### config.mk
export PLATFORM = sky130hd
export DESIGN_NAME = fila_param
export DESIGN_NICKNAME = d
export VERILOG_FILES = /design/src/rtl/fila_param.sv
export SDC_FILE = /design/constraint.sdc
export NUM_CORES = 1
export LEC_CHECK = 0
export BUFFER_PORTS_ARGS = -buffer_cell sky130_fd_sc_hd__buf_4
export CORE_MARGIN = 2
export CORE_UTILIZATION = 53
export DETAILED_ROUTE_END_ITERATION = 6
export PLACE_DENSITY = 0.82
export SKIP_CTS_REPAIR_TIMING = 1
export SYNTH_ARGS = -nofsm -noshare
export SYNTH_HDL_FRONTEND = slang
export SYNTH_SLANG_ARGS = --single-unit
### constraint.sdc
create_clock -name clock_10KHz -period 2.5 [get_ports clock_10KHz]
set_clock_uncertainty 0.15 [all_clocks]
set_input_delay 0.125 -clock clock_10KHz [delete_from_list [all_inputs] [get_ports clock_10KHz]]
set_output_delay 0.125 -clock clock_10KHz [all_outputs]
set_load 0.02 [all_outputs]
### src/rtl/fila_param.sv
`default_nettype none
// ============================================================================
// Module   : fila_param
// Purpose  : Parametrised circular FIFO with status flags, sticky overflow and
//            underflow flags, a synchronous flush, and defined behaviour when
//            enqueue and dequeue arrive on the same edge. Commands are either
//            edge-triggered (0->1 transition) or level-triggered.
// Ports    : clock_10KHz     - system clock, rising edge
//            reset           - asynchronous, active-high
//            data_in         - word to enqueue
//            enqueue_in      - enqueue command
//            dequeue_in      - dequeue command
//            clear_in        - synchronous flush (level)
//            data_out        - last dequeued word (registered)
//            data_valid_out  - one-cycle pulse after data_out is updated
//            len_out         - occupancy, 0..DEPTH
//            empty_out / full_out / almost_full_out - occupancy flags
//            overflow_out / underflow_out           - sticky rejection flags
// Revision : 1.0 - initial release
// ============================================================================
module fila_param #(
  parameter int DATA_W    = 8,
  parameter int DEPTH     = 8,
  parameter int AFULL_LVL = 6,
  parameter int EDGE_MODE = 1
) (
  input  logic                       clock_10KHz,
  input  logic                       reset,
  input  logic [DATA_W-1:0]          data_in,
  input  logic                       enqueue_in,
  input  logic                       dequeue_in,
  input  logic                       clear_in,
  output logic [DATA_W-1:0]          data_out,
  output logic                       data_valid_out,
  output logic [$clog2(DEPTH+1)-1:0] len_out,
  output logic                       empty_out,
  output logic                       full_out,
  output logic                       almost_full_out,
  output logic                       overflow_out,
  output logic                       underflow_out
);

  localparam int AW = (DEPTH > 1) ? $clog2(DEPTH) : 1;
  localparam int LW = $clog2(DEPTH+1);

  localparam logic [LW-1:0] c_DEPTH = LW'(DEPTH);
  localparam logic [LW-1:0] c_AFULL = LW'(AFULL_LVL);

  // Storage is deliberately left without reset.
  logic [DATA_W-1:0] r_mem [DEPTH];

  logic [AW-1:0]     r_head;
  logic [AW-1:0]     r_tail;
  logic [LW-1:0]     r_len;
  logic [DATA_W-1:0] r_data;
  logic              r_valid;
  logic              r_ovf;
  logic              r_unf;
  logic              r_enq_q;
  logic              r_deq_q;

  logic              w_enq_ev;
  logic              w_deq_ev;
  logic              w_empty;
  logic              w_full;
  logic              w_enq_acc;
  logic              w_deq_acc;
  logic [LW-1:0]     w_len_nxt;

  // Flags come straight from the registered length.
  assign w_empty = (r_len == '0);
  assign w_full  = (r_len == c_DEPTH);

  // Command events: a rising transition in edge mode, the raw level otherwise.
  assign w_enq_ev = (EDGE_MODE != 0) ? (enqueue_in & ~r_enq_q) : enqueue_in;
  assign w_deq_ev = (EDGE_MODE != 0) ? (dequeue_in & ~r_deq_q) : dequeue_in;

  // Dequeue decides first so that a full FIFO can accept an enqueue into the
  // slot freed on the same edge. No bypass when empty.
  assign w_deq_acc = w_deq_ev & ~w_empty;
  assign w_enq_acc = w_enq_ev & (~w_full | w_deq_acc);

  assign w_len_nxt = r_len + {{(LW-1){1'b0}}, w_enq_acc}
                           - {{(LW-1){1'b0}}, w_deq_acc};

  // Edge-detect history follows the inputs regardless of clear_in.
  always_ff @(posedge clock_10KHz or posedge reset) begin
    if (reset) begin
      r_enq_q <= 1'b0;
      r_deq_q <= 1'b0;
    end else begin
      r_enq_q <= enqueue_in;
      r_deq_q <= dequeue_in;
    end
  end

  always_ff @(posedge clock_10KHz) begin
    if (!clear_in && w_enq_acc) begin
      r_mem[r_tail] <= data_in;
    end
  end

  always_ff @(posedge clock_10KHz or posedge reset) begin
    if (reset) begin
      r_head  <= '0;
      r_tail  <= '0;
      r_len   <= '0;
      r_data  <= '0;
      r_valid <= 1'b0;
      r_ovf   <= 1'b0;
      r_unf   <= 1'b0;
    end else if (clear_in) begin
      // Flush: data_out keeps its last value.
      r_head  <= '0;
      r_tail  <= '0;
      r_len   <= '0;
      r_valid <= 1'b0;
      r_ovf   <= 1'b0;
      r_unf   <= 1'b0;
    end else begin
      r_valid <= w_deq_acc;
      r_len   <= w_len_nxt;
      if (w_deq_acc) begin
        r_data <= r_mem[r_head];
        r_head <= r_head + 1'b1;
      end
      if (w_enq_acc) begin
        r_tail <= r_tail + 1'b1;
      end
      if (w_enq_ev && !w_enq_acc) begin
        r_ovf <= 1'b1;
      end
      if (w_deq_ev && !w_deq_acc) begin
        r_unf <= 1'b1;
      end
    end
  end

  assign data_out        = r_data;
  assign data_valid_out  = r_valid;
  assign len_out         = r_len;
  assign empty_out       = w_empty;
  assign full_out        = w_full;
  assign almost_full_out = (r_len >= c_AFULL);
  assign overflow_out    = r_ovf;
  assign underflow_out   = r_unf;

endmodule
`default_nettype wire

# == After elaboration in Yosys (flattened, before gate mapping) ==
# Memory sizes are Yosys's and may differ from the RTL's. A register that Yosys moved wholly into a read port is not among the register bits.
# Cells that the tools add are included.
# word_totals
output_inout_bits,18
elab_cells,49
mem_count,1
mem_bits_rw,64
input_bits,13
register_bits,15
# memory_table
memory,depth,width,rd,rd_ports_with_merged_regs,wr,line,rtl
r_mem,8,8,1,1,1,50,logic [DATA_W-1:0] r_mem [DEPTH];
# classes
n_reduce_logical,12
magnitude_cmp,1
mux,12
eq_ne,1
n_bitwise,10
n_addsub,4
# ops
cell,count
$mux W3,4
$reduce_bool A2 Y1,4
$mux W1,7
$add A3 B1 Y3 const B,2
$not A1 Y1,5
$add A4 B1 Y4,1
$and A1 B1 Y1,4
$eq A4 B4 Y1 const B,1
$ge A4 B3 Y1 const B,1
$logic_not A4 Y1,1
$mux W4,1
$sub A4 B1 Y4,1
$logic_and A1 B1 Y1,3
$logic_not A1 Y1,3
$reduce_and A2 Y1,1
$or A1 B1 Y1,1

# == Depth between registers and ports, before layout ==
# Gate-level depths: netlist of run 1.
# logic_depth
depth_word,9
depth_mapped,11
ltp_nobuf,11

# == Worst setup path after synthesis of run 1 ==
# Ideal clock, no wire load.
# synth_timing
kind,register to register
from,register r_len[2] (netlist: len_out[2])
to,register r_len[2] (netlist: len_out[2])
t_required_ns,2.218
path_slack_ns,-0.317
arrival_ns,2.535
path_stages_with_launch,11
period_less_slack_ns,2.817
cell_sequence,dfrtp_1 inv_1 ha_1 nor3b_2 nor2_1 nand2_1 o21ai_0 ha_1 fa_1 xnor2_1 nor2_1
# synth_via
elab_chain_len,8
# synth_rtl
element,line,rtl
start: declaration,54,logic [LW-1:0] r_len;
start signal: assignment,122,r_len <= w_len_nxt;
$logic_not A4 Y1 (*),71,assign w_empty = (r_len == '0);
net empty_out,36,"output logic empty_out,"
$not A1 Y1 (*),80,assign w_deq_acc = w_deq_ev & ~w_empty;
$and A1 B1 Y1 (*),80,
$or A1 B1 Y1,81,assign w_enq_acc = w_enq_ev & (~w_full | w_deq_acc);
$and A1 B1 Y1,81,
$add A4 B1 Y4,83,"assign w_len_nxt = r_len + {{(LW-1){1'b0}}, w_enq_acc}"
$sub A4 B1 Y4 (*),84,"- {{(LW-1){1'b0}}, w_deq_acc};"
$mux W4 (*),112,end else if (clear_in) begin
# Mark *: on every way through the listed nets, which the timed path passes. The rest lies on a longest branch.
# A chain may end at the register's enable or synchronous reset.

# == Worst setup path after layout of run 1 ==
# layout_timing
from,register r_len[2] (netlist: len_out[2])
to,register r_len[1] (netlist: len_out[1])
# layout_via
elab_chain_len,8
# layout_rtl
element,line
$logic_not A4 Y1,71
$not A1 Y1,80
$and A1 B1 Y1,80
$or A1 B1 Y1,81
$and A1 B1 Y1,81
$add A4 B1 Y4,83
$sub A4 B1 Y4 (*),84
$mux W4 (*),112
# Every way passes the cells marked *; elsewhere a longest branch is shown, timed or not.

==> results of run 1 <==
-- worst min-delay path by stage --
stage / to / slack [ns]
floorplan: data_out[0]$_DFFE_PP0P_ / -0.02
global placement: r_enq_q$_DFF_PP0_ / 0.10
detailed placement: r_enq_q$_DFF_PP0_ / 0.10
CTS: r_enq_q$_DFF_PP0_ / -0.26
global route: r_enq_q$_DFF_PP0_ / 0.28
finish: r_enq_q$_DFF_PP0_ / 0.31
-- cell usage after synthesis, drive strengths merged --
cell | number | share of area
edfxtp | 64 | 0.52
mux2i | 33 | 0.090
dfrtp | 23 | 0.16
nor2 | 17 | 0.018
a22oi | 16 | 0.033
inv | 14 | 0.014
o21ai | 11 | 0.024
buf | 9 | 0.016
nand3 | 9 | 0.012
ha | 8 | 0.027
nand2 | 6 | 0.0061
nor2b | 5 | 0.0085
xnor2 | 4 | 0.0096
a21oi | 3 | 0.0041
nor3 | 3 | 0.0085
nor3b | 3 | 0.011
nand2b | 2 | 0.0034
nor4 | 2 | 0.0068
or3b | 2 | 0.0061
xor2 | 2 | 0.0048
a21o | 1 | 0.0020
a31oi | 1 | 0.0017
and2 | 1 | 0.0017
clkbuf | 1 | 0.0010
fa | 1 | 0.0055
o211ai | 1 | 0.0020
or3 | 1 | 0.0017
-- cells by family (layout without fill, tap and decap cells) --
kind of cell | Yosys count | count (layout) | share of synthesized area
fa+ha+maj | 9 | 9 | 0.03275
compound gates | 33 | 33 | 0.06688
mux | 33 | 33 | 0.09007
simple gates | 51 | 51 | 0.08393
xor+xnor | 6 | 6 | 0.01433
buf+inv | 24 | 89 | 0.03104
flops | 87 | 87 | 0.6810
-- layer usage --
metal | global-route usage | up-vias
met1 | 0.2612 | 1058
met4 | 0.07832 | 0
met2 | 0.3019 | 53
met3 | 0.05213 | 10
li1 | - | 1016
met5 | 0 | -
-- cell usage in the layout, fill, tap and decap left out, drive strengths merged --
master / n
nor2b: 5
nand2b: 2
mux2i: 33
a21o: 1
bufinv: 3
inv: 15
or3: 1
xnor2: 4
a22oi: 16
dlygate4sd3: 12
clkinv: 2
a21oi: 3
a31oi: 1
ha: 8
nand2: 6
o211ai: 1
dfrtp: 23
and2: 1
fa: 1
nor3b: 3
or3b: 2
buf: 47
clkbuf: 10
nor3: 3
o21ai: 11
nor2: 17
nor4: 2
nand3: 9
xor2: 2
edfxtp: 64
-- per-stage QoR --
step | utilization | cells | setup TNS [ns] | setup slack, ns
4_1_cts | 0.6400 | 376 | 0 | 0.06422
6_report | 0.6587 | 388 | 0 | 0.1114
5_1_grt | 0.6587 | 388 | 0 | 0.004456
3_5_place_dp | 0.6039 | 360 | 0 | 0.09709
3_3_place_gp | 0.6039 | 360 | 0 | 0.1652
2_1_floorplan | - | 243 | -0.02644 | -0.02644
-- area by class of cell --
type                       count  area, sq um  share of cell area
tap                           80        100.1             0.02249
clock buffer                  10        137.6             0.03092
timing repair buffer          59        473.0              0.1063
inverter                      14        52.55             0.01181
clock inverter                 6        106.4             0.02390
multi-input combinational    132         1081              0.2429
sequential                    87         2500              0.5617
-- worst max-delay path, delay by kind of cell, from the launching register on --
family / cells / cell delay [ns]
buf+inv: 1 / 0.08
flops: 1 / 0.43
simple gates: 2 / 0.52
compound gates: 2 / 0.25
fa+ha+maj: 3 / 0.88
-- state kept, by name, summed over array words and instances (netlist names), 3 cells and up --
register	cells
r_mem	64
data_out	8
len_out	4
r_head	3
r_tail	3
-- report_power, final --
| group | internal, mW | switching, mW | leakage, nW | total (mW) |
|---|---|---|---|---|
| combinational | 0.491 | 0.557 | 0.683 | 1.05 |
| sequential | 1.67 | 0.0835 | 0.871 | 1.75 |
| clock | 0.688 | 0.459 | 0.122 | 1.15 |
==> results.json, run 1 <==
{
  "status": "completed",
  "slowest_stage": "fa_2",
  "irDropWorstVdd_uv": 671.6,
  "yosys_warnings": 0,
  "dpl-instance-area_sq_um": 4080,
  "cts.clk_slew.worst_paths_ns": 0.08,
  "nets": 325,
  "r2r_start": "len_out[2]$_DFF_PP0_",
  "n_antenna_cell": 0,
  "setup.worst_path.end": "len_out[1]$_DFF_PP0_",
  "clock-sinks": 87,
  "clk_latency_ns": 0.34,
  "reg2reg_slack_ns": 0.11,
  "worstMarginPinSlew_ns": 0.7651,
  "netlist_area_sq_um": 3667,
  "endpoint_kind": "flop",
  "grt_pass1_wl_um": 10740,
  "syn_to_final_growth_pct": 21.36,
  "power_density_nw_per_um2": 886.7,
  "via_count": 2137,
  "antenna_found_initial": 0,
  "wirelength_um": 6667,
  "grt_max_degree": 22,
  "synth_cells": 243,
  "viasPerCell": 5.508,
  "syn_nets": 265,
  "wl_met2_um": 3302,
  "cts_inserted_buffers": 9,
  "crit_start": "len_out[2]$_DFF_PP0_",
  "ys_types": 36,
  "fin_crit_sh": 0.9555,
  "postRouteAntennaNets": 0,
  "min_from": "enqueue_in",
  "cp_slowest_stage_delay_ns": 0.52,
  "r2r_end": "len_out[1]$_DFF_PP0_",
  "fp.dieW_um": 87.18,
  "grt.overflow.total": 0,
  "total_power_mw": 3.946,
  "critPathMaxFanout": 4,
  "period_needed_ns": 2.389,
  "rsz0062_at_grt": "no",
  "core.rowCount": 30,
  "syn_area_per_cell_sq_um": 15.09,
  "die_area_sq_um": 7600,
  "globalplace.congestion": 0.8333,
  "ys_seq_elements": 87,
  "wl_met3_um": 245,
  "firstDrtPassIters": 4,
  "ys_seq_area_frac": 0.6810,
  "finalMaxSlewViolations": 0,
  "finish.instance_area_sq_um": 4451,
  "wl_met1_um": 2995,
  "finalSetupViolations": 0,
  "cap_violations": 0,
  "post-route-drc-count": 0,
  "cts_tree": "built",
  "drive_gt1_frac": 0.2857,
  "reg2reg_depth": 8,
  "dieHeight_um": 87.18,
  "slew_headroom": 0.4894,
  "maxUsedRoutingLayer": "met4",
  "ios": 31,
  "min_path_cells": 2,
  "crit_type": "flop to flop",
  "startpoint_type": "flop",
  "fill_cells": 470,
  "fmax_ghz": 0.4187,
  "hp-class": "input pin to flop",
  "hpwl_um": 4284,
  "drt_iter0_drc": 107,
  "crit_top_cell": "ha_1",
  "holdWs_ns": 0.3069,
  "track_usage": 0.1938,
  "leakage_nw": 1.676,
  "ctsHtreeMaxLevel": 3,
  "start_util": 0.5428,
  "crit_chain": "inv_2, ha_1, or3b_4, o21ai_2, o21ai_0, ha_1, fa_2, nor2b_1",
  "cts_root_buf": "clkbuf_8",
  "grt_pass1_vias": 2073,
  "finalHoldViolations": 0,
  "cts.path.max_buffers": 2,
  "io_buffers": 30,
  "cp_data_required_time_ns": 2.62,
  "detail_route.wl_per_cell_um": 17.18,
  "core_sq_um": 6756,
  "critPathArrivalTime_ns": 2.51
}
Note: power is estimated with default switching activity, not from simulation.
==> run 2: changes to the inputs <==
- CAP_MARGIN: not set -> 20
- CORE_ASPECT_RATIO: not set -> 0.8
==> run 2 against run 1 <==
Global-route usage shrank 0.98 points. Critical endpoint is now len_out[2]$_DFF_PP0_. Final cell count increased by 1.3%. Critical path depth rose by 1. Critical path type unchanged.
==> results.json, run 2 (synthesis results as in run 1) <==
{
  "status": "completed",
  "die_area_sq_um": 7605,
  "clk_latency_ns": 0.35,
  "hpwl_um": 4210,
  "ios": 31,
  "slew_headroom": 0.4178,
  "cts_root_buf": "clkbuf_8",
  "cts.clk_slew.worst_paths_ns": 0.08,
  "grt_max_degree": 32,
  "fp.dieW_um": 97,
  "instances_no_fill": 393,
  "irDropWorstVdd_uv": 568.5,
  "n_antenna_cell": 0,
  "largest_reg_flops": 64,
  "drt_iter0_drc": 118,
  "grt.overflow.total": 0,
  "critPathMaxFanout": 3,
  "grt_pass1_wl_um": 10470,
  "fill_cells": 476,
  "viasPerCell": 5.519,
  "grt_pass1_vias": 2070,
  "wirelength_um": 6653,
  "core_sq_um": 6790,
  "finalSetupViolations": 0,
  "track_usage": 0.1840,
  "period_needed_ns": 2.374,
  "leakage_nw": 1.637,
  "hp-class": "input pin to flop",
  "dpl-instance-area_sq_um": 4079,
  "crit_type": "flop to flop",
  "post-route-drc-count": 0,
  "firstDrtPassIters": 4,
  "core.rowCount": 27,
  "detail_route.wl_per_cell_um": 16.93,
  "finalHoldViolations": 0,
  "cp_slowest_stage_delay_ns": 0.43,
  "power_density_nw_per_um2": 843.4,
  "antenna_found_initial": 0,
  "drive_gt1_frac": 0.2843,
  "crit_chain": "inv_2, ha_1, or3b_4, o21ai_4, o21ai_0, ha_2, fa_1, xnor2_1, nor2_1",
  "fmax_ghz": 0.4213,
  "cap_violations": 0,
  "io_buffers": 30,
  "layout_common_cells": "64 x edfxtp_1, 44 x buf_4, 33 x mux2i_1",
  "dp.cells": 364,
  "cts_inserted_buffers": 9,
  "final_common_cell": "edfxtp_1",
  "nets": 323,
  "cts_tree": "built",
  "startpoint_type": "flop",
  "critPathArrivalTime_ns": 2.47,
  "slowest_stage": "dfrtp_2",
  "start_util": 0.5401,
  "worstMarginPinSlew_ns": 0.8724,
  "total_power_mw": 3.714,
  "endpoint_kind": "flop",
  "cts.path.max_buffers": 2,
  "fin_crit_sh": 0.9494,
  "ctsHtreeMaxLevel": 3,
  "globalplace.congestion": 0.8038,
  "top_register": "r_mem",
  "postRouteAntennaNets": 0,
  "finish.instance_area_sq_um": 4403,
  "syn_to_final_growth_pct": 20.06,
  "cp_data_required_time_ns": 2.60,
  "via_count": 2169,
  "dieHeight_um": 78.40,
  "finalMaxSlewViolations": 0,
  "clock-sinks": 87
}
## run 2: cell types whose count changed in the layout (fill, tap and decap cells not counted), sizes merged
cell | previous run | this run
clkbuf | 10 | 11
clkinvlp | 0 | 1
bufinv | 3 | 0
buf | 47 | 45
inv | 15 | 16
## run 2: area by class of cell
class	count	area, sq um	share of cell area
multi-input cells	132	1089	0.2472
repair buffers	57	470.5	0.1068
clock inverters	5	41.29	0.009378
flip-flops and latches	87	2500	0.5678
clock buffers	11	141.4	0.03211
well taps	87	108.9	0.02472
inverters	14	52.55	0.01194
## run 2: final timing paths
path	slack, ns	start	to	cells after the start
worst max-delay path	0.13	len_out[2]$_DFF_PP0_	len_out[2]$_DFF_PP0_	9
worst min-delay path	0.29	enqueue_in	r_enq_q$_DFF_PP0_	2
worst max register to register	0.13	len_out[2]$_DFF_PP0_	len_out[2]$_DFF_PP0_	9
worst min register to register	0.35	underflow_out$_DFFE_PP0P_	underflow_out$_DFFE_PP0P_	2
max in group asynchronous	1.25	reset	len_out[3]$_DFF_PP0_	3
min in group asynchronous	0.34	reset	data_out[0]$_DFFE_PP0P_	3
## run 2: metrics by stage
| step | hold WS [ns] | util | setup slack [ns] | setup TNS [ns] |
|---|---|---|---|---|
| 6_report | 0.2877 | 0.6484 | 0.1265 | 0 |
| 3_3_place_gp | 0.1012 | 0.6007 | 0.1619 | 0 |
| 4_1_cts | -0.2698 | 0.6276 | 0.06209 | 0 |
| 2_1_floorplan | -0.02322 | - | -0.02644 | -0.02644 |
| 3_5_place_dp | 0.1025 | 0.6007 | 0.08556 | 0 |
| 5_1_grt | 0.2978 | 0.6484 | -0.05946 | -0.1046 |
## run 2: power breakdown
group / internal [mW] / switching (mW)
Sequential: 1.67 / 0.0906
Clock: 0.399 / 0.500
Combinational: 0.503 / 0.554
Total: 2.57 / 1.14
## run 2: critical path, delay by kind of cell, from the launching register on
kind            cells  cell delay (ns)
xor+xnor            1             0.15
fa+ha+maj           3             0.73
buf+inv             1             0.08
flops               1             0.43
simple gates        2             0.45
compound gates      2             0.28
## run 2: metal layers
| layer | global-route usage | routed length, um |
|---|---|---|
| met3 | 0.07124 | 441 |
| met1 | 0.2439 | 2829 |
| met2 | 0.2847 | 3259 |
| met5 | 0 | 0 |
| met4 | 0.05634 | 123 |
